## src/rtl/pipelined_muldiv_unit.sv

```systemverilog
// pipelined_muldiv_unit: multi-cycle RISC-V M-extension multiply/divide unit with valid/ready handshake and tag pass-through.
// Optional MULDIV_DIVREM_CACHE_EN keeps the last full divide's quotient/remainder for a 1-edge paired DIV/REM.
`ifndef ALU_MUL
`define ALU_MUL    6'h20
`define ALU_MULH   6'h21
`define ALU_MULHSU 6'h22
`define ALU_MULHU  6'h23
`define ALU_DIV    6'h24
`define ALU_DIVU   6'h25
`define ALU_REM    6'h26
`define ALU_REMU   6'h27
`endif

module pipelined_muldiv_unit #(
    parameter int XLEN     = 32,
    parameter int MUL_BITS = 4,
    parameter int TAG_W    = 5
) (
    input  logic             clk,
    input  logic             rst,
    input  logic             flush,
    input  logic             in_valid,
    output logic             in_ready,
    input  logic [5:0]       alucode,
    input  logic [XLEN-1:0]  op1,
    input  logic [XLEN-1:0]  op2,
    input  logic [TAG_W-1:0] in_tag,
    output logic             out_valid,
    input  logic             out_ready,
    output logic [XLEN-1:0]  result,
    output logic [TAG_W-1:0] out_tag,
    output logic             busy
);
    localparam int CW = $clog2(XLEN) + 1;
    localparam logic [CW-1:0] MUL_LAST = CW'(XLEN / MUL_BITS - 1);
    localparam logic [CW-1:0] DIV_LAST = CW'(XLEN - 1);

    typedef enum logic [2:0] {IDLE, PREP, CALC, FIX, DONE} state_t;

    state_t            state_q, state_d;
    logic [5:0]        op_q, op_d;
    logic [TAG_W-1:0]  tag_q, tag_d;
    logic [XLEN-1:0]   op1_q, op1_d, op2_q, op2_d;
    logic [XLEN-1:0]   a_q, a_d, b_q, b_d, quo_q, quo_d, result_q, result_d;
    logic [2*XLEN-1:0] acc_q, acc_d;
    logic [XLEN:0]     rem_q, rem_d;
    logic [CW-1:0]     cnt_q, cnt_d;
    logic              neg_q, neg_d, rneg_q, rneg_d;

    logic                     in_div, in_rem, in_sgn, in_m, dz, ovf, spec, hit;
    logic [XLEN-1:0]          spec_res, hit_res, m1, m2, quo_fix, rem_fix;
    logic                     is_mul, is_div, s1, s2;
    logic [2*XLEN-1:0]        prod_fix;
    logic [XLEN+MUL_BITS-1:0] pp, sum;
    logic [XLEN+1:0]          diff;

    assign in_div   = alucode inside {`ALU_DIV, `ALU_DIVU};
    assign in_rem   = alucode inside {`ALU_REM, `ALU_REMU};
    assign in_sgn   = alucode inside {`ALU_DIV, `ALU_REM};
    assign in_m     = alucode inside {`ALU_MUL, `ALU_MULH, `ALU_MULHSU, `ALU_MULHU,
                                      `ALU_DIV, `ALU_DIVU, `ALU_REM, `ALU_REMU};
    assign dz       = (in_div || in_rem) && op2 == '0;
    assign ovf      = in_sgn && op1 == {1'b1, {(XLEN-1){1'b0}}} && op2 == '1;
    assign spec     = dz || ovf || !in_m;
    assign spec_res = dz ? (in_div ? '1 : op1) : ovf ? (in_div ? op1 : '0) : '0;

    assign is_mul = op_q inside {`ALU_MUL, `ALU_MULH, `ALU_MULHSU, `ALU_MULHU};
    assign is_div = op_q inside {`ALU_DIV, `ALU_DIVU};
    assign s1     = op_q inside {`ALU_MUL, `ALU_MULH, `ALU_MULHSU, `ALU_DIV, `ALU_REM};
    assign s2     = op_q inside {`ALU_MUL, `ALU_MULH, `ALU_DIV, `ALU_REM};
    assign m1     = (s1 && op1_q[XLEN-1]) ? -op1_q : op1_q;
    assign m2     = (s2 && op2_q[XLEN-1]) ? -op2_q : op2_q;

    // a holds multiplicand/divisor, b holds multiplier (consumed from the LSB) or dividend (from the MSB)
    assign pp   = {{MUL_BITS{1'b0}}, a_q} * {{XLEN{1'b0}}, b_q[MUL_BITS-1:0]};
    assign sum  = {{MUL_BITS{1'b0}}, acc_q[2*XLEN-1:XLEN]} + pp;
    assign diff = {rem_q, b_q[XLEN-1]} - {2'b00, a_q};

    assign prod_fix = neg_q ? -acc_q : acc_q;
    assign quo_fix  = neg_q ? -quo_q : quo_q;
    assign rem_fix  = rneg_q ? -rem_q[XLEN-1:0] : rem_q[XLEN-1:0];

`ifdef MULDIV_DIVREM_CACHE_EN
    logic            c_vld_q, c_vld_d, c_sgn_q, c_sgn_d;
    logic [XLEN-1:0] c_op1_q, c_op1_d, c_op2_q, c_op2_d, c_quo_q, c_quo_d, c_rem_q, c_rem_d;

    assign hit     = c_vld_q && (in_div || in_rem) && op1 == c_op1_q && op2 == c_op2_q && in_sgn == c_sgn_q;
    assign hit_res = in_div ? c_quo_q : c_rem_q;

    always_comb begin
        c_vld_d = c_vld_q;
        c_sgn_d = c_sgn_q;
        c_op1_d = c_op1_q;
        c_op2_d = c_op2_q;
        c_quo_d = c_quo_q;
        c_rem_d = c_rem_q;
        if (state_q == FIX && !is_mul && !flush) begin
            c_vld_d = 1'b1;
            c_sgn_d = s1;
            c_op1_d = op1_q;
            c_op2_d = op2_q;
            c_quo_d = quo_fix;
            c_rem_d = rem_fix;
        end
    end

    always_ff @(posedge clk or negedge rst) begin
        if (!rst) begin
            c_vld_q <= 1'b0;
            c_sgn_q <= 1'b0;
            c_op1_q <= '0;
            c_op2_q <= '0;
            c_quo_q <= '0;
            c_rem_q <= '0;
        end else begin
            c_vld_q <= c_vld_d;
            c_sgn_q <= c_sgn_d;
            c_op1_q <= c_op1_d;
            c_op2_q <= c_op2_d;
            c_quo_q <= c_quo_d;
            c_rem_q <= c_rem_d;
        end
    end
`else
    assign hit     = 1'b0;
    assign hit_res = '0;
`endif

    always_comb begin
        state_d  = state_q;
        op_d     = op_q;
        tag_d    = tag_q;
        op1_d    = op1_q;
        op2_d    = op2_q;
        a_d      = a_q;
        b_d      = b_q;
        acc_d    = acc_q;
        rem_d    = rem_q;
        quo_d    = quo_q;
        cnt_d    = cnt_q;
        neg_d    = neg_q;
        rneg_d   = rneg_q;
        result_d = result_q;
        case (state_q)
            IDLE: if (in_valid && !flush) begin
                op_d  = alucode;
                tag_d = in_tag;
                op1_d = op1;
                op2_d = op2;
                state_d  = (spec || hit) ? DONE : PREP;
                result_d = spec ? spec_res : hit ? hit_res : result_q;
            end
            PREP: begin
                neg_d   = (s1 && op1_q[XLEN-1]) ^ (s2 && op2_q[XLEN-1]);
                rneg_d  = s1 && op1_q[XLEN-1];
                a_d     = is_mul ? m1 : m2;
                b_d     = is_mul ? m2 : m1;
                acc_d   = '0;
                rem_d   = '0;
                quo_d   = '0;
                cnt_d   = '0;
                state_d = CALC;
            end
            CALC: begin
                acc_d   = is_mul ? {sum, acc_q[XLEN-1:MUL_BITS]} : acc_q;
                b_d     = is_mul ? b_q >> MUL_BITS : b_q << 1;
                rem_d   = is_mul ? rem_q : diff[XLEN+1] ? {rem_q[XLEN-1:0], b_q[XLEN-1]} : diff[XLEN:0];
                quo_d   = is_mul ? quo_q : {quo_q[XLEN-2:0], ~diff[XLEN+1]};
                cnt_d   = cnt_q + 1'b1;
                state_d = (cnt_q == (is_mul ? MUL_LAST : DIV_LAST)) ? FIX : CALC;
            end
            FIX: begin
                result_d = op_q == `ALU_MUL ? prod_fix[XLEN-1:0] : is_mul ? prod_fix[2*XLEN-1:XLEN] :
                           is_div ? quo_fix : rem_fix;
                state_d  = DONE;
            end
            DONE:    state_d = out_ready ? IDLE : DONE;
            default: state_d = IDLE;
        endcase
        if (flush && state_q != IDLE) state_d = IDLE;
    end

    always_ff @(posedge clk or negedge rst) begin
        if (!rst) begin
            state_q  <= IDLE;
            op_q     <= '0;
            tag_q    <= '0;
            op1_q    <= '0;
            op2_q    <= '0;
            a_q      <= '0;
            b_q      <= '0;
            acc_q    <= '0;
            rem_q    <= '0;
            quo_q    <= '0;
            cnt_q    <= '0;
            neg_q    <= 1'b0;
            rneg_q   <= 1'b0;
            result_q <= '0;
        end else begin
            state_q  <= state_d;
            op_q     <= op_d;
            tag_q    <= tag_d;
            op1_q    <= op1_d;
            op2_q    <= op2_d;
            a_q      <= a_d;
            b_q      <= b_d;
            acc_q    <= acc_d;
            rem_q    <= rem_d;
            quo_q    <= quo_d;
            cnt_q    <= cnt_d;
            neg_q    <= neg_d;
            rneg_q   <= rneg_d;
            result_q <= result_d;
        end
    end

    assign in_ready  = state_q == IDLE && rst;
    assign out_valid = state_q == DONE;
    assign busy      = state_q != IDLE;
    assign result    = result_q;
    assign out_tag   = tag_q;
endmodule

```

## config.mk

```make
export PLATFORM = sky130hd
export DESIGN_NAME = pipelined_muldiv_unit
export DESIGN_NICKNAME = d
export VERILOG_FILES = /design/src/rtl/pipelined_muldiv_unit.sv
export SDC_FILE = /design/constraint.sdc
export NUM_CORES = 1
export LEC_CHECK = 0
export ABC_AREA = 1
export ABC_CLOCK_PERIOD_IN_PS = 4900
export BUFFER_PORTS_ARGS = -buffer_cell sky130_fd_sc_hd__buf_4
export CORE_UTILIZATION = 30
export CTS_CLUSTER_SIZE = 14
export DETAILED_ROUTE_END_ITERATION = 16
export PLACE_DENSITY = 0.45
export SYNTH_ARGS = -nofsm -noshare
export SYNTH_HDL_FRONTEND = slang
export SYNTH_SLANG_ARGS = --single-unit
export TNS_END_PERCENT = 50
```

## constraint.sdc

```tcl
create_clock -name clk -period 4.9 [get_ports clk]
set_input_delay 0.735 -clock clk [delete_from_list [all_inputs] [get_ports clk]]
set_output_delay 0.735 -clock clk [all_outputs]
set_load 0.005 [all_outputs]
```

Yosys cells after proc, flatten, opt, wreduce, memory -nomap -nowiden:

Cells that the tools add are included.

* bits in registers: 311
* input bits: 80
* word-level logic and storage cells: 116

* add/subtract/negate cells: 8
* multipliers: 1
* eq/ne operators: 27
* muxes and demuxes: 34
* bitwise operators: 2
* reductions and logical operators: 30

Operators with widths (number)
* 32-bit two-way mux: 17
* 32-bit case mux with 2 select lines: 3
* 64-bit two-way mux: 2
* 32-bit negation: 4
* 64-bit case mux with 2 select lines: 1
* 6-bit equality test (second input constant): 15
* 33-bit two-way mux: 2
* 33-bit case mux with 2 select lines: 1
* 32-bit equality test (second input constant): 2
* 64-bit negation: 1
* 32-bit by 36-bit adder with 36-bit output: 1
* 32-bit by 4-bit multiplier with 36-bit output: 1
* 34-bit by 32-bit subtractor with 34-bit output: 1
* 32-bit logical NOT: 1
* 3-bit case mux with 5 select lines: 1
* 3-bit two-way mux: 4
* 6-bit case mux with 2 select lines: 1
* 2-bit nonzero test: 6
* 1-bit logical AND: 8
* 2-bit inequality test (second input constant): 4
* 4-bit nonzero test: 2
* 8-bit nonzero test: 1
* 6-bit by 1-bit adder with 6-bit output (second input constant): 1
* 3-bit by 2-bit equality test with 1-bit output (second input constant): 2
* other kinds (15): 20

Logic depth before layout (Yosys ltp):

Gate-level depths: netlist of the first run.

* word-level depth: 10
* gate-level depth with buffers: 23

Worst setup path before layout of the first run:

Ideal clock, no wire load.

* path kind: reg2reg
* start point: reg b_q[3]
* end point: reg acc_q[59]
* data arrival time: 3.907 ns
* data required time: 4.778 ns
* setup slack: 0.870 ns
* stages on the path, launching flop included: 20
* path buffers: 2
* period minus slack after synthesis: 4.030 ns
* cells stage by stage: dfrtp_1 -> clkbuf_1 -> clkbuf_1 -> nand2_1 -> inv_1 -> fa_1 -> fa_1 -> inv_1 -> fa_1 -> inv_1 -> ha_1 -> a21oi_1 -> nand2_1 -> a21boi_0 -> o21ai_1 -> a21o_1 -> nand2_1 -> nand3_1 -> nand2_1 -> o21ai_1

* cells in the longest elaborated chain, start to end: 4

Ends and longest elaborated chain
* from (decl): RTL line 44 `logic [XLEN-1:0] a_q, a_d, b_q, b_d, quo_q, quo_d, result_q, result_d;`
* from (signal assigned): RTL line 191 `b_q <= '0;`
* from (signal assigned): RTL line 206 `b_q <= b_d;`
* 32-bit by 4-bit multiplier with 36-bit output: RTL line 75 `assign pp = {{MUL_BITS{1'b0}}, a_q} * {{XLEN{1'b0}}, b_q[MUL_BITS-1:0]};`
* 32-bit by 36-bit adder with 36-bit output: RTL line 76 `assign sum = {{MUL_BITS{1'b0}}, acc_q[2*XLEN-1:XLEN]} + pp;`
* 64-bit two-way mux: RTL line 165 `acc_d = is_mul ? {sum, acc_q[XLEN-1:MUL_BITS]} : acc_q;`
* 64-bit case mux with 2 select lines: RTL line 144 `case (state_q)`
* to (signal assigned): RTL line 192 `acc_q <= '0;`
* to (signal assigned): RTL line 207 `acc_q <= acc_d;`
* to (decl): RTL line 45 `logic [2*XLEN-1:0] acc_q, acc_d;`

No other way between the ends. The select of a mux whose other input is x is not followed.
A chain may end at the register's enable or synchronous reset.

Worst setup path after layout of the first run:

* start point: reg b_q[2]
* end point: reg acc_q[63]

The elaborated chain is that of the path after synthesis.

==> results of run 1 <==
## metal layers
layer,up-vias,track usage,wire length (um)
met1,14500,0.388,61700
met4,8,0.0751,3860
met5,-,0,51
met2,998,0.403,55700
met3,151,0.0333,8230
li1,14700,-,-
## placed cells by master, fill, tap and decap left out, types with 11 or more instances in the layout
master | synthesis | final
nor2_2 | 12 | 11
ha_1 | 82 | 82
nand3_1 | 534 | 534
xor2_1 | 57 | 57
o211ai_1 | 44 | 44
a21oi_1 | 220 | 219
inv_1 | 651 | 651
clkbuf_16 | 0 | 42
nor3_1 | 26 | 26
xnor2_1 | 24 | 24
nand2_1 | 1315 | 1314
o21ai_1 | 32 | 32
buf_4 | 11 | 170
dfrtp_1 | 311 | 307
nor2_1 | 458 | 457
o21ai_0 | 284 | 284
a221oi_1 | 27 | 27
nand4_1 | 60 | 60
fa_1 | 92 | 92
o22ai_1 | 29 | 29
## cell type report
cell class / instances / share of cell area
Multi-Input combinational cell: 3394 / 0.547
Sequential cell: 311 / 0.240
Inverter: 663 / 0.0768
Tap cell: 1265 / 0.0488
Timing Repair Buffer: 173 / 0.0411
Clock buffer: 59 / 0.0369
Clock inverter: 15 / 0.00915
## where the power goes
| group | leakage (nW) | switching (mW) | internal (mW) |
|---|---|---|---|
| clock | 0.726 | 1.37 | 2.08 |
| sequential | 4.04 | 1.37 | 3.31 |
| combinational | 12.4 | 11.7 | 5.38 |
## worst max-delay path, cell delays in order (launching register included)
cell and delay [ns]:
dfrtp_2 0.51, buf_4 0.20, buf_12 0.15, nand2_1 0.06, inv_1 0.05, fa_1 0.48
fa_1 0.54, inv_1 0.05, fa_1 0.50, inv_1 0.04, ha_1 0.38, nand2_1 0.12
nor2_1 0.22, nand2_1 0.12, nor3_1 0.39, nand3_1 0.12, nand3_1 0.13, a21oi_1 0.06
o21ai_0 0.09, o21ai_0 0.10
## sequential cells by signal (all words and copies together), names as in the netlist
register  count
a_q          32
acc_q        64
b_q          32
cnt_q         6
neg_q         1
op1_q        32
op2_q        32
op_q          6
out_tag       5
quo_q        32
rem_q        33
result       32
rneg_q        1
state_q       3
## path summary, 6_finish.rpt
kind / slack, ns / from / depth (start not counted) / to
setup / recovery: 0.42 / b_q[2]$_DFFE_PN0P_ / 19 / acc_q[63]$_DFFE_PN0P_
hold / removal: 0.07 / rst / 1 / acc_q[9]$_DFFE_PN0P_
setup reg to reg: 0.42 / b_q[2]$_DFFE_PN0P_ / 19 / acc_q[63]$_DFFE_PN0P_
hold reg to reg: 0.48 / result[8]$_DFFE_PN0P_ / 2 / result[8]$_DFFE_PN0P_
max in group asynchronous: 3.57 / rst / 2 / quo_q[30]$_DFFE_PN0P_
min in group clk: 0.36 / in_tag[0] / 2 / out_tag[0]$_DFFE_PN0P_
## logic make-up after synthesis
| logic type | Yosys count | synth area share |
|---|---|---|
| AO/OA/AOI/OAI | 684 | 0.132 |
| XOR/XNOR | 81 | 0.0247 |
| adder cells (fa/ha/maj) | 174 | 0.0998 |
| buffers and inverters | 834 | 0.113 |
| flip-flops | 311 | 0.271 |
| multiplexers | 5 | 0.00196 |
| AND/OR/NAND/NOR | 2450 | 0.357 |
==> impl_metrics.toml, run 1 <==
[synth]
ys_seq_elements = 311
synth.distinct_cells = 49
synthTopCellsByArea = "dfrtp_1, nand2_1, nand3_1"
synth_top_area_cell = "dfrtp_1"
synth_most_common_cell = "nand2_1"
ys_warn_count = 0
async_reset_ff_frac = 1.00
synthCells = 4539
ys_top_cells_by_count = "nand2_1, inv_1, nand3_1, nor2_1, dfrtp_1"
syn_area_per_cell_um2 = 6.33
syn_area_um2 = 28700
synth_fp_nets = 4793
yosys.area.top_type_share = 0.271
synth.yosys.seq_area_share = 0.271
synth_edf_count = 0
synth_flop_cell = "dfrtp_1"

[clocking]
ctsHoldBuffers = 0
cts_sinks = 311
cts_tree = "built"
cts_max_level = 2
cts_setup_buffers = 0
cts_buffer_depth = 3
cts-resized-gates = 0
cts-root-buf = "clkbuf_16"
insertion_delay_ns = 0.62
cts_buffers = 42
clk_pin_slew_ns = 0.07

[setup_path]
cp-start-kind = "flop"
crit_fanout = 16
critPathKind = "reg2reg"
end_kind = "flop"
crit_arrival_ns = 4.94
required_ns = 5.36

[drt]
viasPerCell = 5.15
drc = 0
drt_pre_antenna_iters = 6
wl_per_cell_um = 22.0
num_vias = 30300
wl_mm = 130
drt_iter0_markers = 2873
drt.antenna.violating_nets = 0

[placement]
dp.cells = 5806
dp_slack_ns = 0.224
io_buffers = 119
dpl_cell_area_um2 = 30900
place.gp.congestion = 0.957
dp_hpwl_mm = 105

[sta]
fin_skew_ns = 0.0337
whs_ns = 0.0715
hold_viol = 0
post-route-period-util = 0.915
fin_crit_ns = 4.48
tightest_slew_ns = 0.928
maxSlewHeadroom = 0.377
tns_ns = 0
rsz0062_at_grt = "false"
layout_setup_ws_ns = 0.417
setup_violations = 0
slew_viol_final = 0
fmaxAchievable_mhz = 223

[global_routing]
grt.overflow.total = 0
grt_pass1_vias = 28900
grt_max_degree = 100
grt_antenna_before_repair = 5
grt_first_pass_wirelength_mm = 193
track_usage = 0.264

[layout]
syn2layout_area_growth_pct = 12.8
nFillCells = 10700
multi_input_area_um2 = 17700
fin_area_um2 = 32400
final_util = 0.341
layout-drive-gt1-share = 0.0657
seqCellArea_um2 = 7790
nNetsFinal = 4839
final_cells = 5880
antenna_cells = 0

[die]
ios = 120
die_w_um = 312
die_h_um = 312
start_util = 0.302
rows = 113
core_region_area_um2 = 95000
die_area_um2 = 97000

[worst_hold_path]
hp-class = "in2async"

[power_and_ir_drop]
p_per_area_nw_per_um2 = 777
p_leak_nw = 17.2
peakVddDrop_mv = 0.350
p_total_mw = 25.2

[job]
maxCapViolations = 0

[run_status]
status = "completed"
Note: power is estimated with default switching activity, not from simulation.
==> inputs of run 2 (changes only) <==
- CORE_ASPECT_RATIO: not set -> 1.4
==> impl_metrics.toml, run 2 (synthesis results as in run 1) <==
[global_routing]
grt_first_pass_wirelength_mm = 194
grt_pass1_vias = 30000
grt_antenna_before_repair = 2
grt_max_degree = 113
track_usage = 0.268
grt.overflow.total = 0

[layout]
top_register = "acc_q"
top_regs = "acc_q: 64 flops, rem_q: 33 flops"
largest_reg_flops = 64
syn2layout_area_growth_pct = 12.5
nNetsFinal = 4845
final_common_cell = "nand2_1"
final_cell_mix = "nand2_1, inv_1, nand3_1"
layout-drive-gt1-share = 0.0673
antenna_cells = 0
nFillCells = 10600
final_cells = 5847

[die]
rows = 134
core_region_area_um2 = 95100
die_h_um = 368
start_util = 0.302
ios = 120
die_area_um2 = 97100
die_w_um = 264

[drt]
wl_mm = 131
viasPerCell = 5.12
drt_iter0_markers = 2309
drt_pre_antenna_iters = 6
drt.antenna.violating_nets = 0
wl_per_cell_um = 22.4
drc = 0
num_vias = 29900

[worst_hold_path]
hp-class = "in2reg"

[power_and_ir_drop]
peakVddDrop_mv = 0.305
p_leak_nw = 17.2
p_per_area_nw_per_um2 = 773

[sta]
fmaxAchievable_mhz = 220
maxSlewHeadroom = 0.367
fin_crit_ns = 4.54
setup_violations = 0
slew_viol_final = 0
fin_skew_ns = 0.0349
post-route-period-util = 0.926
rsz0062_at_grt = "false"
hold_viol = 0
tightest_slew_ns = 0.950
tns_ns = 0

[clocking]
insertion_delay_ns = 0.62
cts_buffers = 40
cts_buffer_depth = 3
cts_sinks = 311
cts_setup_buffers = 0
cts-root-buf = "clkbuf_16"
clk_pin_slew_ns = 0.06
cts_max_level = 2
cts_tree = "built"

[placement]
dp.cells = 5772
place.gp.congestion = 0.958
dp_hpwl_mm = 106
io_buffers = 119

[setup_path]
critPathKind = "reg2reg"
crit_fanout = 32
crit_arrival_ns = 5.01
cp-start-kind = "flop"
end_kind = "flop"
required_ns = 5.37

[job]
maxCapViolations = 0

[run_status]
status = "completed"
## run 2: cell types whose count changed in the layout (fill, tap and decap cells not counted), sizes merged
cell,before,now
buf,173,180
bufinv,7,3
clkbuf,59,56
clkinv,7,8
clkinvlp,1,4
dlygate4sd3,0,1
inv,663,666
## run 2: per-layer routing
| metal | share of wire | global-route usage | wire length, um |
|---|---|---|---|
| met5 | 0 | 0 | 0 |
| met4 | 0.082 | 0.193 | 10700 |
| met3 | 0.033 | 0.0220 | 4310 |
| met2 | 0.51 | 0.485 | 66500 |
| met1 | 0.38 | 0.292 | 49400 |
## run 2: worst max-delay path: stages, from the launching register on
cell	delay [ns]
dfrtp_1	0.50
buf_12	0.24
nand2_1	0.09
fa_1	0.49
fa_1	0.54
fa_1	0.51
inv_1	0.04
ha_1	0.39
nand2_1	0.10
nand3_1	0.17
a21oi_1	0.14
o21ai_1	0.51
nand2_1	0.14
nand2_1	0.20
a21oi_1	0.08
o21ai_0	0.15
o21ai_0	0.13
## run 2: repair_timing
item,in CTS,in global routing
setup endpoints to repair,0,6
hold buffers,1,0
resized for setup,0,4
endpoints found under the hold margin,9,0
## run 2: final cells by class
cell class | count | area [um2] | area share
sequential | 311 | 7790 | 0.241
multi-input combinational | 3394 | 17700 | 0.549
inverter | 663 | 2490 | 0.0770
clock inverter | 18 | 224 | 0.00693
clock buffer | 56 | 1150 | 0.0356
timing repair buffer | 181 | 1410 | 0.0435
tap | 1224 | 1530 | 0.0474
## run 2: worst paths after layout
path | slack (ns) | end | start | cells past startpoint
max in group asynchronous | 2.99 | b_q[3]$_DFFE_PN0P_ | rst | 4
worst min register to register | 0.48 | result[6]$_DFFE_PN0P_ | result[6]$_DFFE_PN0P_ | 2
worst min-delay path | 0.35 | out_tag[0]$_DFFE_PN0P_ | in_tag[0] | 2
worst max register to register | 0.36 | acc_q[44]$_DFFE_PN0P_ | b_q[1]$_DFFE_PN0P_ | 16
worst max-delay path | 0.36 | acc_q[44]$_DFFE_PN0P_ | b_q[1]$_DFFE_PN0P_ | 16
min in group asynchronous | 0.56 | acc_q[58]$_DFFE_PN0P_ | rst | 2
## run 2: through the flow
step | hold slack (ns) | power, mW | utilization | setup WS [ns] | area (um2)
floorplan | 0.439 | 15.8 | - | 0.870 | 28700
global placement | 0.470 | 21.8 | 0.325 | 0.124 | 30900
detailed placement | 0.471 | 21.7 | 0.325 | 0.00917 | 30900
CTS | 0.315 | 25.0 | 0.340 | 0.00262 | 32300
global route | 0.338 | 27.3 | 0.340 | 0.117 | 32300
finish | 0.353 | 25.0 | 0.340 | 0.363 | 32300
## run 2: power breakdown
group / switching, mW / internal, mW / leakage [nW]
Sequential: 1.38 / 3.31 / 4.04
Clock: 1.38 / 1.82 / 0.663
Combinational: 11.7 / 5.36 / 12.4
Total: 14.5 / 10.5 / 17.2
==> inputs of run 3 (changes only) <==
- ABC_AREA: 1 -> not set
==> impl_metrics.toml, run 3 <==
[global_routing]
grt.overflow.total = 0
track_usage = 0.234
grt_pass1_vias = 22700
grt_antenna_before_repair = 0
grt_first_pass_wirelength_mm = 147
grt_max_degree = 123

[power_and_ir_drop]
p_seq_frac = 0.214
comb_power_share = 0.631
p_sw_frac = 0.481
p_total_mw = 19.2
p_int_mw = 9.97
p_per_area_nw_per_um2 = 655
switching_power_mw = 9.24
clkPwrFrac = 0.155
peakVddDrop_mv = 0.314
p_leak_nw = 13.1

[synth]
synthTopCellsByArea = "dfrtp_1, fa_1, nand2_1"
synth_flop_cell = "dfrtp_1"
ys_seq_elements = 311
synth_fa_ha_area_frac = 0.114
async_reset_ff_frac = 1.00
yosys.area.top_type_share = 0.310
yosys.area_share.simple = 0.187
synth.yosys.seq_area_share = 0.310
synth_top_family_by_area = "compound AO/OA/AOI/OAI gates"
synth_most_common_cell = "nand2_1"
synth_top_area_cell = "dfrtp_1"
synth-compound-area-share = 0.198
synth.distinct_cells = 75
synth_edf_count = 0
syn_area_um2 = 25100
muxShareOfSynthArea = 0.0503
synth_fp_nets = 3241
syn_area_per_cell_um2 = 8.40
synthCells = 2987
ys_top_cells_by_count = "nand2_1, dfrtp_1, o21ai_0, inv_1, a21oi_1"
synth-xor-area-share = 0.0817
ys_warn_count = 0

[layout]
top_regs = "acc_q: 64 flops, rem_q: 33 flops"
nNetsFinal = 3361
syn2layout_area_growth_pct = 16.9
top_register = "acc_q"
final_cell_mix = "nand2_1, dfrtp_1, o21ai_0"
antenna_cells = 0
largest_reg_flops = 64
nFillCells = 8711
final_util = 0.354
fin_area_um2 = 29300
final_common_cell = "nand2_1"
final_cells = 4213
layout-drive-gt1-share = 0.147

[setup_path]
crit_path_frequent_cell = "buf_4"
cp-start-kind = "flop"
end_kind = "flop"
critPathLaunch = "a_q[3]$_DFFE_PN0P_"
critPathKind = "reg2reg"
rr_startpoint = "a_q[3]$_DFFE_PN0P_"
crit_arrival_ns = 5.20
worstPathCellList = "and2_1 -> fa_1 -> fa_1 -> inv_1 -> fa_1 -> inv_1 -> ha_4 -> buf_4 -> o2111ai_4 -> a2111oi_4 -> buf_4 -> o31ai_4 -> buf_4 -> o211ai_1 -> nand2_1 -> xnor2_1 -> buf_4 -> nand2_1 -> o31ai_1"
crit_path_max_incr_delay_ns = 0.54
required_ns = 5.31
critPathSlowestCell = "fa_1"
crit_fanout = 5

[sta]
maxSlewHeadroom = 0.279
tns_ns = 0
fin_crit_ns = 4.79
fmaxAchievable_mhz = 209
slew_viol_final = 0
rsz0062_at_grt = "true"
tightest_slew_ns = 1.08
post-route-period-util = 0.978
setup_violations = 0
fin_skew_ns = 0.0356
hold_viol = 0

[run_status]
status = "completed"

[job]
maxCapViolations = 0

[die]
core_region_area_um2 = 82900
die_w_um = 246
rows = 125
die_h_um = 344
start_util = 0.303
ios = 120
die_area_um2 = 84800

[worst_hold_path]
hp-class = "in2async"

[placement]
dp_hpwl_mm = 78.0
io_buffers = 119
place.gp.congestion = 0.885
dp.cells = 4135
dpl_cell_area_um2 = 27700

[drt]
wl_mm = 100
drc = 0
wl_per_cell_um = 23.8
viasPerCell = 5.42
drt_iter0_markers = 1537
drt.antenna.violating_nets = 0
num_vias = 22800
drt_pre_antenna_iters = 5

[clocking]
cts_tree = "built"
cts_sinks = 311
ctsHoldBuffers = 0
insertion_delay_ns = 0.59
cts_buffer_depth = 3
cts_buffers = 37
cts-root-buf = "clkbuf_16"
clk_pin_slew_ns = 0.07
cts_max_level = 2
[run 3: cell types whose count changed after synthesis, sizes merged, moves of 47 or more]
cell	previous run	this run
a21oi	220	165
buf	82	23
nand2	1323	393
nand3	535	74
xor2	57	104
mux2	5	81
a211oi	2	57
clkbuf	89	139
xnor2	24	130
and2	0	129
inv	662	231
nor2	474	141
[run 3: worst paths after layout]
check / to / slack (ns) / cells past startpoint
hold reg to reg: result[0]$_DFFE_PN0P_ / 0.49 / 2
setup reg to reg: acc_q[53]$_DFFE_PN0P_ / 0.11 / 19
max in group asynchronous: b_q[31]$_DFFE_PN0P_ / 3.44 / 2
setup / recovery: acc_q[53]$_DFFE_PN0P_ / 0.11 / 19
hold / removal: state_q[0]$_DFFE_PN0P_ / 0.17 / 1
min in group clk: state_q[1]$_DFFE_PN0P_ / 0.33 / 2
[run 3: cell families (layout without fill, tap and decap cells)]
family          Yosys count  in the layout
compound gates          792            792
buf+inv                 393            540
fa+ha+maj               174            174
simple gates            967            967
flops                   311            311
xor+xnor                234            234
mux                     116            116
[run 3: routing by layer]
layer	GRT usage	wire, um	share of wire	up-vias
met4	0.140	6610	0.066	0
met2	0.420	51300	0.51	664
met5	0	0	0	-
met1	0.268	38800	0.39	11300
li1	-	-	-	10700
met3	0.0205	3640	0.036	166
[run 3: area by class of cell]
cell class              count  area [um2]  area share
inverters                 231         867      0.0295
repair buffers            243        1930      0.0659
well taps                1079        1350      0.0460
clock inverters            15         166     0.00567
flip-flops and latches    311        7790       0.265
clock buffers              51        1080      0.0368
multi-input cells        2283       16200       0.551
[run 3: through the flow]
stage / setup slack [ns] / hold WS (ns)
2_1_floorplan: 0.0689 / 0.439
3_3_place_gp: -0.638 / 0.474
3_5_place_dp: -0.650 / 0.478
4_1_cts: 0.000352 / 0.203
5_1_grt: -0.0403 / 0.236
6_report: 0.109 / 0.170
[run 3: critical path: cells and delay by family (launching register included)]
kind,cells,cell delay [ns]
XOR/XNOR,1,0.15
flip-flops,1,0.42
buffers and inverters,6,0.75
adder cells (fa/ha/maj),4,1.82
AO/OA/AOI/OAI,5,1.06
AND/OR/NAND/NOR,3,0.40
[run 3: power groups by stage]
| stage | clock network (mW) | logic, mW | registers [mW] |
|---|---|---|---|
| 6_report | 2.97 | 12.1 | 4.12 |
| 3_5_place_dp | 0 | 11.6 | 4.15 |
| 2_1_floorplan | 0 | 7.83 | 3.73 |
| 5_1_grt | 3.12 | 13.4 | 4.21 |
| 3_3_place_gp | 0 | 11.5 | 4.13 |
| 4_1_cts | 3.05 | 11.7 | 4.11 |
[run 3: timing repair]
| action | CTS | global route |
|---|---|---|
| cloned | 0 | 1 |
| buffers inserted | 0 | 11 |
| pin swaps | 1 | 21 |
| endpoints found under the hold margin | 0 | 0 |
| endpoints found under the setup margin | 18 | 16 |
| resized for setup | 19 | 41 |
